File: src/rtl/mem_port_ir_pkg.sv
// Shared definitions for the unified-memory port: widths, reset IR value,
// opcode constants, port state/command encodings and command decode.
package mem_port_ir_pkg;

    localparam int XLEN = 32;

    // addi x0,x0,0 -- the canonical NOP, also the IR value after reset
    localparam logic [31:0] NOP_INSTR = 32'h0000_0013;
    localparam logic [31:0] RESET_IR  = NOP_INSTR;

    // Opcodes the control FSM decodes from instr[6:0]
    localparam logic [6:0] OP_LW     = 7'b0000011;
    localparam logic [6:0] OP_SW     = 7'b0100011;
    localparam logic [6:0] OP_R      = 7'b0110011;
    localparam logic [6:0] OP_I      = 7'b0010011;
    localparam logic [6:0] OP_BRANCH = 7'b1100011;
    localparam logic [6:0] OP_JAL    = 7'b1101111;
    localparam logic [6:0] OP_JALR   = 7'b1100111;

    typedef enum logic {
        PS_IDLE = 1'b0,
        PS_BUS  = 1'b1
    } port_state_e;

    typedef enum logic [1:0] {
        CMD_FETCH = 2'd0,
        CMD_STORE = 2'd1,
        CMD_LOAD  = 2'd2
    } port_cmd_e;

    // Priority among simultaneous strobes: fetch over store over load
    function automatic port_cmd_e decode_cmd(input logic iw, input logic mw);
        if (iw) begin
            return CMD_FETCH;
        end else if (mw) begin
            return CMD_STORE;
        end else begin
            return CMD_LOAD;
        end
    endfunction

endpackage

File: src/rtl/mem_port_ir_bus_timeout_ctr.sv
// Saturating wait counter for a bus transaction; expired once it has
// counted TIMEOUT-1 cycles past the clear.
module mem_port_ir_bus_timeout_ctr #(
    parameter int TIMEOUT = 16
)(
    input  logic clk,
    input  logic reset,
    input  logic i_clr,
    input  logic i_en,
    output logic o_expired
);

    localparam int            CW   = (TIMEOUT > 2) ? $clog2(TIMEOUT) : 1;
    localparam logic [CW-1:0] LAST = CW'(TIMEOUT - 1);
    localparam logic [CW-1:0] ONE  = CW'(1);

    logic [CW-1:0] r_count;

    // Clear on transaction start, count while enabled, hold at LAST
    always_ff @(posedge clk or posedge reset) begin
        if (reset) begin
            r_count <= '0;
        end else if (i_clr) begin
            r_count <= '0;
        end else if (i_en && (r_count != LAST)) begin
            r_count <= r_count + ONE;
        end else begin
            r_count <= r_count;
        end
    end

    assign o_expired = (r_count == LAST);

endmodule

File: src/rtl/mem_port_ir.sv
// Unified-memory port and IR/data capture stage: turns FSM fetch/load/store
// strobes into one req/ack bus transaction and stalls the FSM until done.
module mem_port_ir
    import mem_port_ir_pkg::*;
#(
    parameter int              XLEN     = mem_port_ir_pkg::XLEN,
    parameter int              TIMEOUT  = 16,
    parameter logic [XLEN-1:0] RESET_IR = mem_port_ir_pkg::RESET_IR
)(
    input  logic            clk,
    input  logic            reset,
    input  logic [XLEN-1:0] pc,
    input  logic [XLEN-1:0] alu_out,
    input  logic [XLEN-1:0] wdata,
    input  logic            addr_src,
    input  logic            ir_write,
    input  logic            mem_write,
    input  logic            mem_read,
    output logic            busy,
    output logic [XLEN-1:0] instr,
    output logic [XLEN-1:0] old_pc,
    output logic [XLEN-1:0] data_reg,
    output logic            bus_err,
    output logic            misalign_err,
    output logic            mem_req,
    output logic            mem_we,
    output logic [XLEN-1:0] mem_addr,
    output logic [XLEN-1:0] mem_wdata,
    input  logic [XLEN-1:0] mem_rdata,
    input  logic            mem_ack
);

    port_state_e     r_state, w_state_nxt;
    port_cmd_e       r_cmd, w_cmd;
    logic [XLEN-1:0] w_addr;
    logic            w_cmd_valid, w_aligned, w_accept, w_misalign;
    logic            w_ack_hit, w_expired, w_timeout;
    logic            r_mem_req, r_mem_we;
    logic [XLEN-1:0] r_mem_addr, r_mem_wdata, r_pc_lat;
    logic [XLEN-1:0] r_instr, r_old_pc, r_data;
    logic            r_bus_err, r_misalign_err;

    assign w_addr      = addr_src ? alu_out : pc;
    assign w_aligned   = (w_addr[1:0] == 2'b00);
    assign w_cmd_valid = ir_write | mem_write | mem_read;
    assign w_cmd       = decode_cmd(ir_write, mem_write);
    assign w_accept    = (r_state == PS_IDLE) & w_cmd_valid & w_aligned;
    assign w_misalign  = (r_state == PS_IDLE) & w_cmd_valid & ~w_aligned;
    // A late ack while idle is simply not qualified by the BUS state
    assign w_ack_hit   = (r_state == PS_BUS) & mem_ack;
    // Ack on the last allowed cycle still completes the access
    assign w_timeout   = (r_state == PS_BUS) & ~mem_ack & w_expired;

    mem_port_ir_bus_timeout_ctr #(
        .TIMEOUT (TIMEOUT)
    ) u_timeout (
        .clk       (clk),
        .reset     (reset),
        .i_clr     (w_accept),
        .i_en      (r_state == PS_BUS),
        .o_expired (w_expired)
    );

    // Port state register
    always_ff @(posedge clk or posedge reset) begin
        if (reset) begin
            r_state <= PS_IDLE;
        end else begin
            r_state <= w_state_nxt;
        end
    end

    // Next state and FSM stall; the accepting command cycle already stalls
    always_comb begin
        w_state_nxt = r_state;
        busy        = 1'b0;
        case (r_state)
            PS_IDLE: begin
                if (w_accept) begin
                    w_state_nxt = PS_BUS;
                    busy        = 1'b1;
                end else begin
                    w_state_nxt = PS_IDLE;
                    busy        = 1'b0;
                end
            end
            PS_BUS: begin
                busy = 1'b1;
                if (w_ack_hit || w_timeout) begin
                    w_state_nxt = PS_IDLE;
                end else begin
                    w_state_nxt = PS_BUS;
                end
            end
            default: begin
                w_state_nxt = PS_IDLE;
                busy        = 1'b0;
            end
        endcase
    end

    // Bus-side registers: sampled on accept, held through BUS, req dropped at end
    always_ff @(posedge clk or posedge reset) begin
        if (reset) begin
            r_mem_req   <= 1'b0;
            r_mem_we    <= 1'b0;
            r_mem_addr  <= '0;
            r_mem_wdata <= '0;
            r_pc_lat    <= '0;
            r_cmd       <= CMD_FETCH;
        end else if (w_accept) begin
            r_mem_req   <= 1'b1;
            r_mem_we    <= (w_cmd == CMD_STORE);
            r_mem_addr  <= w_addr;
            r_mem_wdata <= wdata;
            r_pc_lat    <= pc;
            r_cmd       <= w_cmd;
        end else if (w_ack_hit || w_timeout) begin
            r_mem_req   <= 1'b0;
            r_mem_we    <= 1'b0;
        end else begin
            r_mem_req   <= r_mem_req;
            r_mem_we    <= r_mem_we;
        end
    end

    // Capture returned data on the ack edge according to the latched command
    always_ff @(posedge clk or posedge reset) begin
        if (reset) begin
            r_instr  <= RESET_IR;
            r_old_pc <= '0;
            r_data   <= '0;
        end else if (w_ack_hit) begin
            case (r_cmd)
                CMD_FETCH: begin
                    r_instr  <= mem_rdata;
                    r_old_pc <= r_pc_lat;
                end
                CMD_LOAD: begin
                    r_data <= mem_rdata;
                end
                default: begin
                    r_instr <= r_instr;
                end
            endcase
        end else begin
            r_instr <= r_instr;
        end
    end

    // Single-cycle error pulses for timeout and refused misaligned access
    always_ff @(posedge clk or posedge reset) begin
        if (reset) begin
            r_bus_err      <= 1'b0;
            r_misalign_err <= 1'b0;
        end else begin
            r_bus_err      <= w_timeout;
            r_misalign_err <= w_misalign;
        end
    end

    assign instr        = r_instr;
    assign old_pc       = r_old_pc;
    assign data_reg     = r_data;
    assign bus_err      = r_bus_err;
    assign misalign_err = r_misalign_err;
    assign mem_req      = r_mem_req;
    assign mem_we       = r_mem_we;
    assign mem_addr     = r_mem_addr;
    assign mem_wdata    = r_mem_wdata;

endmodule

File: config.mk
export PLATFORM = sky130hd
export DESIGN_NAME = mem_port_ir
export DESIGN_NICKNAME = d
export VERILOG_FILES = /design/src/rtl/mem_port_ir_pkg.sv /design/src/rtl/mem_port_ir_bus_timeout_ctr.sv /design/src/rtl/mem_port_ir.sv
export SDC_FILE = /design/constraint.sdc
export NUM_CORES = 1
export LEC_CHECK = 0
export BUFFER_PORTS_ARGS = -buffer_cell sky130_fd_sc_hd__clkbuf_2
export CORE_UTILIZATION = 55
export CTS_BUF_LIST = sky130_fd_sc_hd__clkbuf_4 sky130_fd_sc_hd__clkbuf_8
export CTS_CLUSTER_DIAMETER = 200
export DETAILED_ROUTE_END_ITERATION = 8
export PLACE_DENSITY = 0.95
export SYNTH_ARGS = -nofsm -noshare
export SYNTH_HDL_FRONTEND = slang
export SYNTH_SLANG_ARGS = --single-unit
File: constraint.sdc
create_clock -name clk -period 20.4 [get_ports clk]
set_input_delay 4.08 -clock clk [delete_from_list [all_inputs] [get_ports clk]]
set_output_delay 4.08 -clock clk [all_outputs]
set_load 0.01 [all_outputs]
Yosys cells after proc, flatten, opt, wreduce, memory -nomap -nowiden
Index checks and enable logic that the tools add are counted.
{ "totals": {"register_bits": 203, "input_bits": 135, "out_inout_bits": 165} }
{ "classes": {"add_sub_neg": 1, "bitwise": 11, "eq_ne": 4, "reduce_logical": 8, "n_mux": 12} }
{ "op_table": {"columns": ["op", "count"], "rows": [
  ["32-bit 2-to-1 mux", 1],
  ["4-bit 2-to-1 mux", 2],
  ["1-bit bitwise AND", 6],
  ["1-bit 2-to-1 mux", 5],
  ["4-bit by 1-bit adder with 4-bit output (second input constant)", 1],
  ["4-bit == test (second input constant)", 1],
  ["2-bit logical NOT", 2],
  ["2-bit 2-to-1 mux", 2],
  ["4-bit != test (second input constant)", 1],
  ["1-bit one-hot mux with 2 select lines", 2],
  ["2-bit AND reduction", 2],
  ["2-bit nonzero test", 2],
  ["1-bit inverter", 3],
  ["2-bit by 1-bit == test with 1-bit output (second input constant)", 1],
  ["2-bit == test (second input constant)", 1],
  ["1-bit OR", 2],
  ["1-bit logical AND", 1],
  ["1-bit logical OR", 1]
]} }

Longest topological paths before layout
Gate-level depths: netlist of run 1.
{ "logic_depth": {"depth_word": 6, "mapped_depth": 6} }

Hierarchy
A second synthesis of run 1 with hierarchy kept.
{ "unflattened": {"hier_cells": 488, "area_unflattened_um2": 8141.6} }
{ "by_module_without_submodules": {"columns": ["mod", "n_inst", "seq_area_each_um2", "area_each_um2", "cells_each"], "rows": [
  ["mem_port_ir", 1, 4983.5, 7908.8, 467],
  ["mem_port_ir_bus_timeout_ctr", 1, 100.1, 232.7, 21]
]} }

Worst setup path before layout of run 1
Ideal clock, no wire load.
{ "synth_timing": {"kind": "input to output", "from": "input mem_read", "to": "output busy", "slack_ns": 11.488, "arrival_ns": 4.832, "t_required_ns": 16.320, "cell_stages": 3, "path_cell_list": "or3_4 -> o211ai_1 -> nand2_1"} }
{ "synth_between": {"elab_chain_len": 5} }
{ "synth_rtl": {"columns": ["item", "line", "source"], "rows": [
  ["start, declared", "mem_port_ir.sv:18", "input logic mem_read,"],
  ["1-bit OR", "mem_port_ir.sv:45", "assign w_cmd_valid = ir_write | mem_write | mem_read;"],
  ["1-bit bitwise AND (2 in series)", "mem_port_ir.sv:47", "assign w_accept = (r_state == PS_IDLE) & w_cmd_valid & w_aligned;"],
  ["1-bit 2-to-1 mux", "mem_port_ir.sv:79", "if (w_accept) begin"],
  ["1-bit one-hot mux with 2 select lines", "mem_port_ir.sv:77", "case (r_state)"],
  ["end, declared", "mem_port_ir.sv:19", "output logic busy,"]
]} }
No other way between the ends.

Worst setup path in the final report of run 1
{ "layout_timing": {"from": "input addr_src", "to": "output busy"} }
{ "layout_between": {"elab_chain_len": 5} }
{ "layout_rtl": {"columns": ["item", "line", "source"], "rows": [
  ["start, declared", "mem_port_ir.sv:15", "input logic addr_src,"],
  ["32-bit 2-to-1 mux", "mem_port_ir.sv:43", "assign w_addr = addr_src ? alu_out : pc;"],
  ["2-bit logical NOT", "mem_port_ir.sv:44", "assign w_aligned = (w_addr[1:0] == 2'b00);"],
  ["1-bit bitwise AND", "mem_port_ir.sv:47", null],
  ["1-bit 2-to-1 mux", "mem_port_ir.sv:79", null],
  ["1-bit one-hot mux with 2 select lines", "mem_port_ir.sv:77", null]
]} }
No other way between the ends.

==> flow_summary_export.csv, run 1 <==
group,metric,value,unit
synthesis,synth.top_cells.by_area,"dfrtp_1 (62%), mux2_2 (30%), buf_6 (1.3%)",
sta,tns,0,ns
pwr,seqPwrFrac,0.450,
clock_tree,clockBufferDepth,3,
clock_tree,hold_buffers,0,
critical_path,cp-end-kind,"output pin",
finish,diodes,0,
synthesis,synth_top_family_by_area,"multiplexers",
grt,grt_overflow_total,0,
finish,fillers,880,
worst_hold_path,hold_class,"reg2reg",
synthesis,muxShareOfSynthArea,0.315,
pwr,internal-power,991,uW
synthesis,yosys.area.top_type_share,0.623,
grt,first_global_vias,5606,
synthesis,yosysMostFrequentCell,"mux2_2",
clock_tree,htreeDepth,2,
critical_path,required,16.32,ns
sta,worst_slew_pin_slew,1.06,ns
route,postRouteAntennaNets,0,
flow_run,drv_cap,0,
synthesis,synth-compound-area-share,0.00810,
synthesis,syn_area,0.00803,mm^2
synthesis,synth_edf_count,0,
synthesis,yosysUniqueCellTypes,29,
grt,grt_pass1_wl,28.2,mm
finish,ff_latch_area,0.00508,mm^2
clock_tree,cts_buffers,34,
placed_design,io_buffers,299,
sta,finalCritPeriodShare,0.477,
floorplanning,num_rows,43,
sta,period_needed,9.74,ns
critical_path,crit_path_end,"busy",
clock_tree,clock_latency,0.50,ns
clock_tree,post_cts_resized,0,
route,num_vias,5269,
critical_path,crit_start,"addr_src",
synthesis,synth_cells,490,
clock_tree,cts_tree,"yes",
route,post-route-drc-count,0,
pwr,power,1420,uW
sta,max_freq,103,MHz
route,avgRoutedWirePerCell,18.1,um
critical_path,setup.worst_path.class,"in2out",
finish,final_nets,943,
grt,grt_start_max_net_pins,118,
critical_path,startpoint_type,"input pin",
clock_tree,cts_setup_buffers,0,
pwr,ir_drop,78.6,uV
synthesis,synthArstFlopShare,1.00,
status,status,"completed",
sta,rsz0062_at_grt,"no",
critical_path,r2r_cells,4,
pwr,switching_share,0.302,
route,drt_pass1_iterations,4,
floorplanning,die_h,123,um
finish,syn2layout_area_growth,28.9,%
critical_path,r2r_slack,17.76,ns
finish,drive_above_1_share,0.709,
synthesis,syn_nets,626,
finish,multi_input_area,0.00277,mm^2
sta,fin_skew,0.0154,ns
sta,hold_violations,0,
synthesis,avgSynthCellArea,16.4,um^2
critical_path,r2r-end,"mem_addr[12]$_DFFE_PP0P_",
clock_tree,clk_root_buffer_cell,"clkbuf_8",
grt,grt_util_all_layers,0.246,
pwr,powerDensity,137,mW/mm^2
pwr,p_leak,0.00511,uW
route,viasPerCell,5.23,
synthesis,ys_seq_elements,203,
pwr,p_comb_frac,0.292,
sta,relSlewSlack,0.294,
synthesis,synth_commonest_cells,"mux2_2 (211), dfrtp_1 (200), buf_2 (11), buf_6 (9)",
floorplanning,fp.dieW,123,um
floorplanning,io_pins,300,
pwr,clkPwrFrac,0.258,
route,routed_wl,18.2,mm
synthesis,synthSimpleGateAreaFrac,0.0200,
sta,maxSlewViolCount,0,
clock_tree,cts.clk_slew.worst_paths,0.06,ns
placed_design,place.gp.congestion,0.747,
finish,final_core_util,0.737,
synthesis,synthXorXnorAreaFrac,0,
route,drt_iter0_markers,175,
floorplanning,coreArea,0.0140,mm^2
floorplanning,die_area,0.0151,mm^2
pwr,p_switching,429,uW
critical_path,cp_max_fo,32,
placed_design,place_hpwl,12.4,mm
sta,setup-violations-final,0,
synthesis,yosysSeqAreaShare,0.633,
critical_path,timing.rr.start,"r_state$_DFF_PP0_",
clock_tree,cts.sinks,203,
synthesis,synth_ff_type,"dfrtp_1",
synthesis,yosysTopAreaCell,"dfrtp_1",
synthesis,yosysWarnings,0,
critical_path,arrival,5.66,ns
floorplanning,start_util,0.572,
synthesis,synthAdderAreaFrac,0.00156,
grt,antenna_found_initial,0,
-- worst min-delay path by stage --
stage | from | to | cells after the start | slack, ns
finish | mem_addr[1]$_DFFE_PP0P_ | mem_addr[1]$_DFFE_PP0P_ | 1 | 0.48
global route | old_pc[5]$_DFFE_PP0P_ | old_pc[5]$_DFFE_PP0P_ | 1 | 0.51
CTS | mem_addr[1]$_DFFE_PP0P_ | mem_addr[1]$_DFFE_PP0P_ | 1 | 0.49
detailed placement | mem_addr[1]$_DFFE_PP0P_ | mem_addr[1]$_DFFE_PP0P_ | 1 | 0.48
global placement | old_pc[8]$_DFFE_PP0P_ | old_pc[8]$_DFFE_PP0P_ | 1 | 0.47
floorplan | r_pc_lat[5]$_DFFE_PP0P_ | old_pc[5]$_DFFE_PP0P_ | 1 | 0.46
-- logic make-up after synthesis --
| logic type | after synthesis |
|---|---|
| AOI/OAI and AO/OA | 11 |
| muxes | 223 |
| DFF | 203 |
| buffers and inverters | 26 |
| adders and majority gates | 1 |
| and+or+nand+nor | 26 |
-- layout make-up --
type	count	area share
flip-flops and latches	203	0.491
inverters	3	0.00181
multi-input cells	261	0.268
clock buffers	57	0.0686
well taps	180	0.0218
repair buffers	304	0.148
-- metal layers --
layer  vias to the layer above  GRT usage  share of wire
li1                       2395          -              -
met1                      2600      0.279           0.38
met2                       238      0.419           0.51
met3                        36     0.0836          0.088
met4                         0      0.112          0.026
met5                         -          0              0
-- power by group through the flow --
stage | Clock (uW) | Combinational, uW | Sequential [uW]
6_report | 366 | 414 | 640
5_1_grt | 397 | 449 | 658
4_1_cts | 377 | 421 | 640
3_5_place_dp | 0 | 418 | 644
3_3_place_gp | 0 | 404 | 633
2_1_floorplan | 0 | 169 | 695
-- placed cells by master (no fill, tap or decap) --
| cell | count |
|---|---|
| inv_8 | 1 |
| dfrtp_1 | 200 |
| a21oi_1 | 4 |
| nand3_1 | 4 |
| o31ai_1 | 1 |
| buf_4 | 5 |
| o211a_4 | 1 |
| mux2i_1 | 2 |
| nand2b_1 | 1 |
| nor3b_2 | 1 |
| or3_4 | 1 |
| and3_1 | 1 |
| mux2_4 | 5 |
| nand4_1 | 3 |
| ha_1 | 1 |
| clkbuf_8 | 45 |
| clkbuf_2 | 299 |
| mux2_2 | 211 |
| or2_2 | 2 |
| or3_1 | 1 |
| clkbuf_4 | 12 |
| nor3_1 | 3 |
| nor3_4 | 1 |
| nand2_1 | 5 |
| inv_1 | 2 |
| dfstp_2 | 3 |
| nor2_1 | 1 |
| o211ai_1 | 1 |
| mux2_1 | 5 |
| o21ai_0 | 4 |
| and2_1 | 2 |
-- critical path, cell delays in order --
cell	delay [ns]
clkbuf_2	0.09
buf_4	0.40
nor3b_2	0.45
o211ai_1	0.33
nand2_1	0.15
clkbuf_2	0.15
-- metrics by stage --
stage | setup WS, ns | hold WS (ns) | instances | cell area, um^2
after floorplan | 10.79 | 0.460 | 490 | 8030
after global placement | 10.74 | 0.466 | 951 | 9630
after detailed placement | 10.72 | 0.478 | 951 | 9630
after CTS | 10.69 | 0.492 | 1008 | 10300
after global routing | 10.53 | 0.505 | 1008 | 10300
final | 10.66 | 0.485 | 1008 | 10300
Note: power is estimated with default switching activity, not from simulation.
==> inputs of run 2 (changes only) <==
CORE_UTILIZATION = 51   (was 55)
PLACE_DENSITY = 0.92   (was 0.95)
clock period = 9.25 ns   (was 20.4 ns; I/O delays follow)
==> run 2 against run 1 <==
Against the previous run:
- final cell count grew 2.4%
- flip-flop and latch count is the same
- utilization fell by 6.4 points
- global-route usage fell by 2.9 points
- sequential power grew 120%
- first-iteration DRC count shrank 18%
- count of clock-buffer cells in the layout decreased by 8
- clock power grew 95%
- cell area is 0.76% lower
- combinational power grew 120%
- largest cell class unchanged
- critical path type unchanged
- worst hold slack barely moved
==> flow_summary_export.csv, run 2 (synthesized netlist as in run 1, its figures left out) <==
group,metric,value,unit
clock_tree,clock_latency,0.55,ns
placed_design,place_area,0.00967,mm^2
sta,setup-violations-final,0,
sta,fin_ws,3.76,ns
floorplanning,io_pins,300,
sta,max_freq,182,MHz
finish,fin_cells,1032,
route,drt_pass1_iterations,4,
pwr,powerDensity,296,mW/mm^2
floorplanning,coreArea,0.0153,mm^2
clock_tree,cts.sinks,203,
finish,final_common_cell,"clkbuf_2",
placed_design,place_ws,3.73,ns
grt,first_global_vias,5666,
grt,grt_overflow_total,0,
critical_path,required,7.40,ns
route,wl_met2,9.00,mm
flow_run,drv_cap,0,
critical_path,startpoint_type,"input pin",
critical_path,cp-end-kind,"output pin",
floorplanning,fp.dieW,127,um
pwr,ir_drop,169,uV
critical_path,slowest_delay,0.66,ns
route,met1_length,6.66,mm
pwr,p_comb_frac,0.300,
clock_tree,cts_setup_buffers,0,
grt,grt_pass1_wl,27.8,mm
critical_path,arrival,3.64,ns
clock_tree,post_cts_resized,0,
floorplanning,die_area,0.0162,mm^2
pwr,internal-power,2100,uW
placed_design,place_hpwl,12.1,mm
critical_path,setup.worst_path.class,"in2out",
finish,drive_above_1_share,0.706,
pwr,seqPwrFrac,0.465,
finish,ff_latch_area,0.00508,mm^2
route,routed.top_layer,"met4",
grt,grt_start_max_net_pins,131,
route,num_vias,5248,
grt,grt_util_all_layers,0.217,
critical_path,cp_max_fo,32,
pwr,p_switching,930,uW
clock_tree,cts_tree,"yes",
clock_tree,cts_buffers,31,
placed_design,dpl.cell_count,981,
route,postRouteAntennaNets,0,
clock_tree,hold_buffers,0,
critical_path,worstPathCellList,"clkbuf_2, nor3_1, o211ai_1, nand2_1, clkbuf_2",
floorplanning,die_h,127,um
finish,fillers,1068,
finish,diodes,0,
sta,worst_slew_pin_slew,0.971,ns
critical_path,crit_path_top_delay_cell,"clkbuf_2",
pwr,clkPwrFrac,0.235,
pwr,switching_share,0.307,
floorplanning,start_util,0.526,
critical_path,crit_family,"buffers and inverters",
worst_hold_path,hold_class,"reg2reg",
sta,relSlewSlack,0.353,
finish,multi_input_area,0.00277,mm^2
sta,finalCritPeriodShare,0.594,
status,status,"completed",
floorplanning,num_rows,45,
placed_design,place.gp.congestion,0.755,
sta,tns,0,ns
sta,hold_violations,0,
route,wl_met3,1.61,mm
finish,final_nets,939,
pwr,p_leak,0.00505,uW
critical_path,cp_common_cell,"clkbuf_2",
sta,maxSlewViolCount,0,
route,drt_iter0_markers,144,
route,routed_wl,17.6,mm
clock_tree,htreeDepth,1,
sta,rsz0062_at_grt,"no",
grt,antenna_found_initial,0,
route,avgRoutedWirePerCell,17.1,um
route,viasPerCell,5.09,
finish,layout_common_cells,"clkbuf_2 (299), mux2_2 (211), dfrtp_1 (200)",
critical_path,crit_buf_inv,2,
sta,period_needed,5.49,ns
clock_tree,cts.clk_slew.worst_paths,0.06,ns
clock_tree,clockBufferDepth,3,
placed_design,io_buffers,299,
finish,syn2layout_area_growth,27.9,%
route,post-route-drc-count,0,
finish,design_area,0.0103,mm^2
clock_tree,clk_root_buffer_cell,"clkbuf_8",
sta,fin_skew,0.00886,ns
sta,whs,0.485,ns
[run 2: cell count changes in the layout (fill, tap and decap cells not counted)]
cell and change:
clkbuf_8 -10, clkinv_2 +1, clkinvlp_4 +1, buf_4 -1
clkbuf_4 +2
[run 2: area by class of cell]
| type | count | share of cell area |
|---|---|---|
| clock buffers | 49 | 0.0572 |
| well taps | 211 | 0.0257 |
| inverters | 3 | 0.00183 |
| flip-flops and latches | 203 | 0.495 |
| multi-input cells | 261 | 0.270 |
| repair buffers | 303 | 0.149 |
| clock inverters | 2 | 0.00122 |
[run 2: worst paths after layout]
kind,start,end,slack [ns],cells past startpoint
min in group asynchronous,reset,instr[8]$_DFFE_PP0P_,1.43,2
max in group asynchronous,reset,mem_addr[0]$_DFFE_PP0P_,6.26,3
setup / recovery,addr_src,busy,3.76,5
setup reg to reg,r_state$_DFF_PP0_,r_pc_lat[10]$_DFFE_PP0P_,6.60,4
hold reg to reg,mem_addr[0]$_DFFE_PP0P_,mem_addr[0]$_DFFE_PP0P_,0.49,1
hold / removal,mem_addr[0]$_DFFE_PP0P_,mem_addr[0]$_DFFE_PP0P_,0.49,1
[run 2: power groups by stage]
stage          Sequential (uW)  Clock [uW]  Combinational [uW]
6_report                  1410         714                 909
4_1_cts                   1410         737                 923
3_5_place_dp              1420           0                 917
3_3_place_gp              1400           0                 890
2_1_floorplan             1530           0                 373
5_1_grt                   1450         773                 982
[run 2: worst reg2reg max path, cell delays in order (launching register included)]
cell,delay (ns)
dfrtp_1,0.46
inv_1,0.27
o211a_4,0.50
buf_4,0.76
mux2_2,0.55
[run 2: metal layers]
metal / up-vias / GRT usage
met5: - / 0
met3: 28 / 0.0674
met1: 2604 / 0.242
met2: 235 / 0.391
li1: 2381 / -
met4: 0 / 0.0721
[run 2: per-stage QoR]
stage / total power [uW] / utilization
after global routing: 3210 / 0.673
after CTS: 3070 / 0.673
after global placement: 2290 / 0.633
final: 3030 / 0.673
after detailed placement: 2340 / 0.633
after floorplan: 1910 / -
